==> src/rtl/key_reader_pkg.sv <==
// key_reader_pkg: shared FSM state type, default timing and counter sizing for key_reader
package key_reader_pkg;
  typedef enum logic [1:0] {
    RELEASED,
    PRESS_CHK,
    PRESSED,
    RELEASE_CHK
  } key_state_t;
  localparam int DEF_DEBOUNCE_CYCLES = 1_000_000;
  localparam int DEF_LONG_CYCLES     = 50_000_000;
  localparam int DEF_REPEAT_CYCLES   = 10_000_000;
  function automatic int cnt_width(input int d, input int l, input int r);
    int m;
    m = (d > l) ? d : l;
    m = (m > r) ? m : r;
    return $clog2(m) + 1;
  endfunction
endpackage

==> src/rtl/key_debounce_ch.sv <==
// key_debounce_ch: one push-button channel -- synchronizer, debounce FSM, hold/repeat counter
//   clk_50M, reset_n : clock, async active-low reset
//   i_key_n          : raw button, 0 = pressed
//   o_level          : debounced state, 1 = pressed
//   o_press/o_release: one-cycle strobes on accepted press/release
//   o_long/o_repeat  : one-cycle hold strobes
//   o_press_d        : combinational "press accepted at this edge", lets the top register key_code alongside o_press
module key_debounce_ch
  import key_reader_pkg::*;
#(
  parameter int DEBOUNCE_CYCLES = DEF_DEBOUNCE_CYCLES,
  parameter int LONG_CYCLES     = DEF_LONG_CYCLES,
  parameter int REPEAT_CYCLES   = DEF_REPEAT_CYCLES,
  parameter int CW              = cnt_width(DEF_DEBOUNCE_CYCLES, DEF_LONG_CYCLES, DEF_REPEAT_CYCLES)
) (
  input  logic clk_50M,
  input  logic reset_n,
  input  logic i_key_n,
  output logic o_level,
  output logic o_press,
  output logic o_release,
  output logic o_long,
  output logic o_repeat,
  output logic o_press_d
);
  // The entry edge counts as the first stable sample, so acceptance comes when the
  // increment would reach DEBOUNCE_CYCLES-1, i.e. after DEBOUNCE_CYCLES stable samples.
  localparam logic [CW-1:0] C_DB_LAST = CW'(DEBOUNCE_CYCLES - 2);
  localparam logic [CW-1:0] C_LONG    = CW'(LONG_CYCLES - 1);
  localparam logic [CW-1:0] C_REPEAT  = CW'(LONG_CYCLES - 1 + REPEAT_CYCLES);
  key_state_t      r_state;
  logic            r_meta, r_sync;
  logic [CW-1:0]   r_db, r_hold;
  logic            r_level, r_press, r_release, r_long, r_repeat;
  logic            w_db_done, w_long_hit, w_rep_hit;
  logic [CW-1:0]   w_hold_inc, w_hold_nx;
  assign w_db_done  = (r_db == C_DB_LAST);
  assign w_hold_inc = r_hold + 1'b1;
  assign w_long_hit = (w_hold_inc == C_LONG);
  assign w_rep_hit  = (w_hold_inc == C_REPEAT);
  // Wrap back to the long point so the repeat phase never overflows the counter.
  assign w_hold_nx  = w_rep_hit ? C_LONG : w_hold_inc;
  assign o_press_d  = (r_state == PRESS_CHK) && !r_sync && w_db_done;
  assign o_level    = r_level;
  assign o_press    = r_press;
  assign o_release  = r_release;
  assign o_long     = r_long;
  assign o_repeat   = r_repeat;
  always_ff @(posedge clk_50M or negedge reset_n)
    if (!reset_n) begin
      r_meta    <= 1'b1;
      r_sync    <= 1'b1;
      r_state   <= RELEASED;
      r_db      <= '0;
      r_hold    <= '0;
      r_level   <= 1'b0;
      r_press   <= 1'b0;
      r_release <= 1'b0;
      r_long    <= 1'b0;
      r_repeat  <= 1'b0;
    end else begin
      r_meta    <= i_key_n;
      r_sync    <= r_meta;
      r_press   <= 1'b0;
      r_release <= 1'b0;
      r_long    <= 1'b0;
      r_repeat  <= 1'b0;
      case (r_state)
        RELEASED:
          if (!r_sync) begin
            r_state <= PRESS_CHK;
            r_db    <= '0;
          end
        PRESS_CHK:
          if (r_sync) r_state <= RELEASED;
          else if (w_db_done) begin
            r_state <= PRESSED;
            r_level <= 1'b1;
            r_press <= 1'b1;
            r_hold  <= '0;
          end else r_db <= r_db + 1'b1;
        PRESSED: begin
          r_hold   <= w_hold_nx;
          r_long   <= w_long_hit;
          r_repeat <= w_rep_hit;
          if (r_sync) begin
            r_state <= RELEASE_CHK;
            r_db    <= '0;
          end
        end
        RELEASE_CHK:
          // Hold time keeps advancing here, but any long/repeat event falling due is dropped.
          if (!r_sync) begin
            r_state <= PRESSED;
            r_hold  <= w_hold_nx;
          end else if (w_db_done) begin
            r_state   <= RELEASED;
            r_level   <= 1'b0;
            r_release <= 1'b1;
            r_hold    <= '0;
          end else begin
            r_db   <= r_db + 1'b1;
            r_hold <= w_hold_nx;
          end
        default: r_state <= RELEASED;
      endcase
    end
endmodule

==> src/rtl/key_reader.sv <==
// key_reader: N_KEYS debounced push-buttons with press/release/long/repeat strobes and a press priority encoder
//   clk_50M, reset_n : 50 MHz clock, async active-low reset
//   key_n            : raw buttons, 0 = pressed
//   key_level        : debounced state per key
//   press_pulse/release_pulse/long_pulse/repeat_pulse : one-cycle strobes per key
//   key_valid/key_code : registered alongside press_pulse; lowest pressed index
module key_reader
  import key_reader_pkg::*;
#(
  parameter int N_KEYS          = 4,
  parameter int DEBOUNCE_CYCLES = DEF_DEBOUNCE_CYCLES,
  parameter int LONG_CYCLES     = DEF_LONG_CYCLES,
  parameter int REPEAT_CYCLES   = DEF_REPEAT_CYCLES
) (
  input  logic                      clk_50M,
  input  logic                      reset_n,
  input  logic [N_KEYS-1:0]         key_n,
  output logic [N_KEYS-1:0]         key_level,
  output logic [N_KEYS-1:0]         press_pulse,
  output logic [N_KEYS-1:0]         release_pulse,
  output logic [N_KEYS-1:0]         long_pulse,
  output logic [N_KEYS-1:0]         repeat_pulse,
  output logic                      key_valid,
  output logic [$clog2(N_KEYS)-1:0] key_code
);
  localparam int CW     = cnt_width(DEBOUNCE_CYCLES, LONG_CYCLES, REPEAT_CYCLES);
  localparam int CODE_W = $clog2(N_KEYS);
  logic [N_KEYS-1:0] w_press_d;
  logic [CODE_W-1:0] w_code;
  logic              r_valid;
  logic [CODE_W-1:0] r_code;
  for (genvar i = 0; i < N_KEYS; i++) begin : g_ch
    key_debounce_ch #(
      .DEBOUNCE_CYCLES(DEBOUNCE_CYCLES),
      .LONG_CYCLES    (LONG_CYCLES),
      .REPEAT_CYCLES  (REPEAT_CYCLES),
      .CW             (CW)
    ) u_ch (
      .clk_50M  (clk_50M),
      .reset_n  (reset_n),
      .i_key_n  (key_n[i]),
      .o_level  (key_level[i]),
      .o_press  (press_pulse[i]),
      .o_release(release_pulse[i]),
      .o_long   (long_pulse[i]),
      .o_repeat (repeat_pulse[i]),
      .o_press_d(w_press_d[i])
    );
  end
  // Scan downward so the lowest pressed index wins.
  always_comb begin
    w_code = '0;
    for (int i = N_KEYS - 1; i >= 0; i--)
      if (w_press_d[i]) w_code = CODE_W'(i);
  end
  always_ff @(posedge clk_50M or negedge reset_n)
    if (!reset_n) begin
      r_valid <= 1'b0;
      r_code  <= '0;
    end else begin
      r_valid <= |w_press_d;
      r_code  <= w_code;
    end
  assign key_valid = r_valid;
  assign key_code  = r_code;
endmodule

==> config.mk <==
export PLATFORM = sky130hd
export DESIGN_NAME = key_reader
export DESIGN_NICKNAME = d
export VERILOG_FILES = /design/src/rtl/key_reader_pkg.sv /design/src/rtl/key_debounce_ch.sv /design/src/rtl/key_reader.sv
export SDC_FILE = /design/constraint.sdc
export NUM_CORES = 1
export LEC_CHECK = 0
export BUFFER_PORTS_ARGS = -buffer_cell sky130_fd_sc_hd__buf_2
export CAP_MARGIN = 5
export CORE_MARGIN = 3
export CORE_UTILIZATION = 40
export DETAILED_ROUTE_END_ITERATION = 8
export HOLD_SLACK_MARGIN = 0.02
export SKIP_LAST_GASP = 1
export SLEW_MARGIN = 5
export SYNTH_ARGS = -nofsm -noshare
export SYNTH_HDL_FRONTEND = slang
export SYNTH_SLANG_ARGS = --single-unit
==> constraint.sdc <==
create_clock -name clk_50M -period 3.45 [get_ports clk_50M]
set_clock_uncertainty 0.05 [all_clocks]
set_input_delay 0.1725 -clock clk_50M [delete_from_list [all_inputs] [get_ports clk_50M]]
set_output_delay 0.1725 -clock clk_50M [all_outputs]
set_load 0.02 [all_outputs]
==> impl_metrics.json <==
{
  "status": "completed",
  "cts.clk_slew.worst_paths_ps": 60,
  "ios": 29,
  "cts-buffers-inserted": 31,
  "grt-ovfl-total": 0,
  "r2r_cells": 9,
  "dr.pass1.iters": 5,
  "peakVddDrop_mv": 0.357,
  "grt_pass1_vias": 12037,
  "wl_um": 35300,
  "arrival_ps": 3570,
  "crit_required_ps": 3880,
  "clkLatencyLatePin_ps": 570,
  "cts_max_level": 1,
  "period_share_pct": 91.1,
  "grt_max_degree": 88,
  "power_density_nw_per_um2": 397,
  "port_buffers": 28,
  "hpwl_um": 23900,
  "cpPeakStageDelay_ps": 480,
  "die_h_um": 199,
  "drtIter0Drc": 795,
  "start_util_pct": 40.6,
  "dp_cells": 2164,
  "area_growth_pct": 11.7,
  "yosys-top-cells-area": "dfrtp_1, xor2_1, nor2_1",
  "worst_pin_slew_ps": 961,
  "track_usage_pct": 18.1,
  "worstSetupPathType": "reg -> reg",
  "vias": 12613,
  "ant_nets": 0,
  "final_cells": 2226,
  "power_mw": 6.62,
  "core_um2": 36700,
  "grt_first_pass_wirelength_um": 61000,
  "dieArea_um2": 39600,
  "utilization_pct": 45.4,
  "fmax_mhz": 318,
  "clockRootBuffer": "clkbuf_16",
  "slew_headroom_pct": 35.9,
  "crit_slowest_cell": "or4_1",
  "crit_family": "simple AND/OR/NAND/NOR gates",
  "cp.buffers_inverters": 0,
  "min_period_ps": 3140,
  "ys_seq_area_share_pct": 42.8,
  "yosysUniqueCellTypes": 77,
  "hold_viol": 0,
  "final_layout_size_suffix_gt1_share_pct": 9.33,
  "synthArstFlopShare_pct": 100,
  "synth_top_area_share_pct": 41.4,
  "end_kind": "flip-flop",
  "worstPathCellList": "ha_2, and3_2, nand3_1, a221oi_1, nand4b_1, or3_1, or4_1, or2_1, o211ai_2",
  "slew_violations": 0,
  "gp_congestion": 0.899,
  "routed_via_density": 5.67,
  "yosysTopAreaCell": "dfrtp_1",
  "cts_tree": "built",
  "r2r_slack_ps": 310,
  "netlist_instances": 1734,
  "synth_edf_count": 0,
  "synth_warnings": 0,
  "syn_area_um2": 14900,
  "antenna_found_initial": 1,
  "cts_buffer_depth": 3,
  "cts_sinks": 255,
  "ys.flop_type": "dfrtp_1",
  "r2r_start": "g_ch[2].u_ch.r_hold[1]",
  "leakage_nw": 7.05,
  "setup_viol": 0,
  "fin_setup_tns_ps": 0,
  "antenna_cells": 0,
  "fp.dieW_um": 199,
  "wl_per_cell_um": 15.9,
  "cap_violations": 0,
  "rsz0062_at_grt": "false",
  "syn-num-nets": 1756,
  "avgSynthCellArea_um2": 8.60,
  "start_kind": "flip-flop",
  "hold_class": "in -> async",
  "r2r-end": "g_ch[2].u_ch.r_hold[0]",
  "drc_errors": 0,
  "fp-row-count": 70,
  "nNetsFinal": 1756,
  "crit_fanout": 8,
  "ys_ff_latch": 255,
  "fillers": 3574
}
==> stage by stage <==
step	hold slack (ps)	worst slack, ps	instance area [um2]
final	129	309	16700
after global routing	187	26.0	16700
after CTS	150	88.5	16700
after detailed placement	166	109	15500
after global placement	171	214	15500
after floorplan	-173	372	14900
==> power breakdown <==
group          internal, mW  leakage, nW  switching [mW]
clock                  2.11        0.521            1.28
sequential             3.03         3.52          0.0402
combinational        0.0500         3.02           0.113
total                  5.19         7.05            1.43
==> cell usage in the layout (no fill, tap or decap), drive strengths merged, types with 9 or more instances in the layout <==
cell type,instances
dfrtp,247
nor2,197
nand2,175
o21ai,145
nand3,115
xor2,93
buf,84
nand4,72
xnor2,58
and3,50
clkbuf,46
a21oi,44
inv,42
nor3,42
nor4,35
a31oi,26
or3,24
o31ai,21
and4,18
and2,18
ha,16
or4,12
nand2b,12
a21o,11
a211oi,9
==> how the worst max path moves through the flow <==
stage / from / end / slack [ps] / depth (start not counted)
floorplan: g_ch[2].u_ch.r_hold[0] / g_ch[2].u_ch.r_hold[0] / 370 / 12
finish: g_ch[2].u_ch.r_hold[1] / g_ch[2].u_ch.r_hold[0] / 310 / 9
global route: g_ch[2].u_ch.r_hold[1] / g_ch[2].u_ch.r_hold[9] / 30 / 10
CTS: g_ch[2].u_ch.r_hold[0] / g_ch[2].u_ch.r_hold[14] / 90 / 9
global placement: g_ch[2].u_ch.r_hold[0] / g_ch[2].u_ch.r_hold[0] / 210 / 9
detailed placement: g_ch[2].u_ch.r_hold[0] / g_ch[2].u_ch.r_hold[14] / 110 / 9
==> worst register-to-register path: stages (launching register included) <==
cell      delay, ps
dfrtp_1         460
ha_2            290
and3_2          270
nand3_1         170
a221oi_1        330
nand4b_1        180
or3_1           340
or4_1           480
or2_1           370
o211ai_2        120
==> sequential cells by signal, indices dropped and copies added, names as in the netlist, named ones only <==
register and flops:
g_ch.u_ch.o_level 4, g_ch.u_ch.o_long 4, g_ch.u_ch.o_press 4, g_ch.u_ch.o_release 4, g_ch.u_ch.o_repeat 4, g_ch.u_ch.r_db 108, g_ch.u_ch.r_hold 108, g_ch.u_ch.r_meta 4
g_ch.u_ch.r_state 4, g_ch.u_ch.r_sync 4, key_code 2, key_valid 1
==> repair_timing <==
action                                  4_1_cts  5_1_grt
endpoints found under the setup margin        0       15
endpoints found under the hold margin        88        0
hold buffers                                  5        0
setup buffers                                 0        0
gates resized for setup                       0        4
==> synth_stat cells (7+ instances only) <==
| cell type | number |
|---|---|
| xnor2_1 | 58 |
| buf_4 | 24 |
| nand3_1 | 115 |
| nor4_1 | 32 |
| nor2_1 | 197 |
| nand4_1 | 71 |
| and4_1 | 18 |
| nand2_1 | 175 |
| clkbuf_1 | 67 |
| nor3_1 | 42 |
| inv_1 | 42 |
| a31oi_1 | 26 |
| o21ai_0 | 144 |
| and3_1 | 50 |
| o31ai_1 | 21 |
| or4_1 | 12 |
| a21oi_1 | 44 |
| dfstp_2 | 8 |
| o41ai_1 | 7 |
| dfrtp_1 | 247 |
| nand4b_1 | 7 |
| ha_1 | 16 |
| and2_1 | 16 |
| nand2b_1 | 12 |
| or3_1 | 24 |
| a211oi_1 | 9 |
| xor2_1 | 93 |
| a21o_1 | 11 |
| buf_2 | 23 |
==> per-layer routing <==
metal | up-vias | global-route usage [%] | wire, um
li1 | 6170 | - | -
met1 | 6144 | 26.3 | 17200
met2 | 246 | 28.9 | 15900
met3 | 53 | 2.26 | 1540
met4 | 0 | 4.71 | 712
met5 | - | 0 | 0
==> final cells by class <==
| type | count | area, um2 | area share [%] |
|---|---|---|---|
| Inverter | 42 | 158 | 0.946 |
| Timing Repair Buffer | 89 | 658 | 3.95 |
| Sequential cell | 255 | 6390 | 38.4 |
| Tap cell | 468 | 586 | 3.51 |
| Multi-Input combinational cell | 1315 | 7790 | 46.8 |
| Clock inverter | 11 | 166 | 0.998 |
| Clock buffer | 46 | 912 | 5.47 |
==> cell families (layout without fill, tap and decap cells) <==
logic type	Yosys count	count (layout)	synth area share, %
simple gates	823	823	28.5
compound gates	320	320	13.2
flops	255	255	42.8
buf+inv	164	188	4.96
xor+xnor	151	151	8.87
fa+ha+maj	16	16	1.34
mux	5	5	0.344
Power figures use the tool's default switching activity.
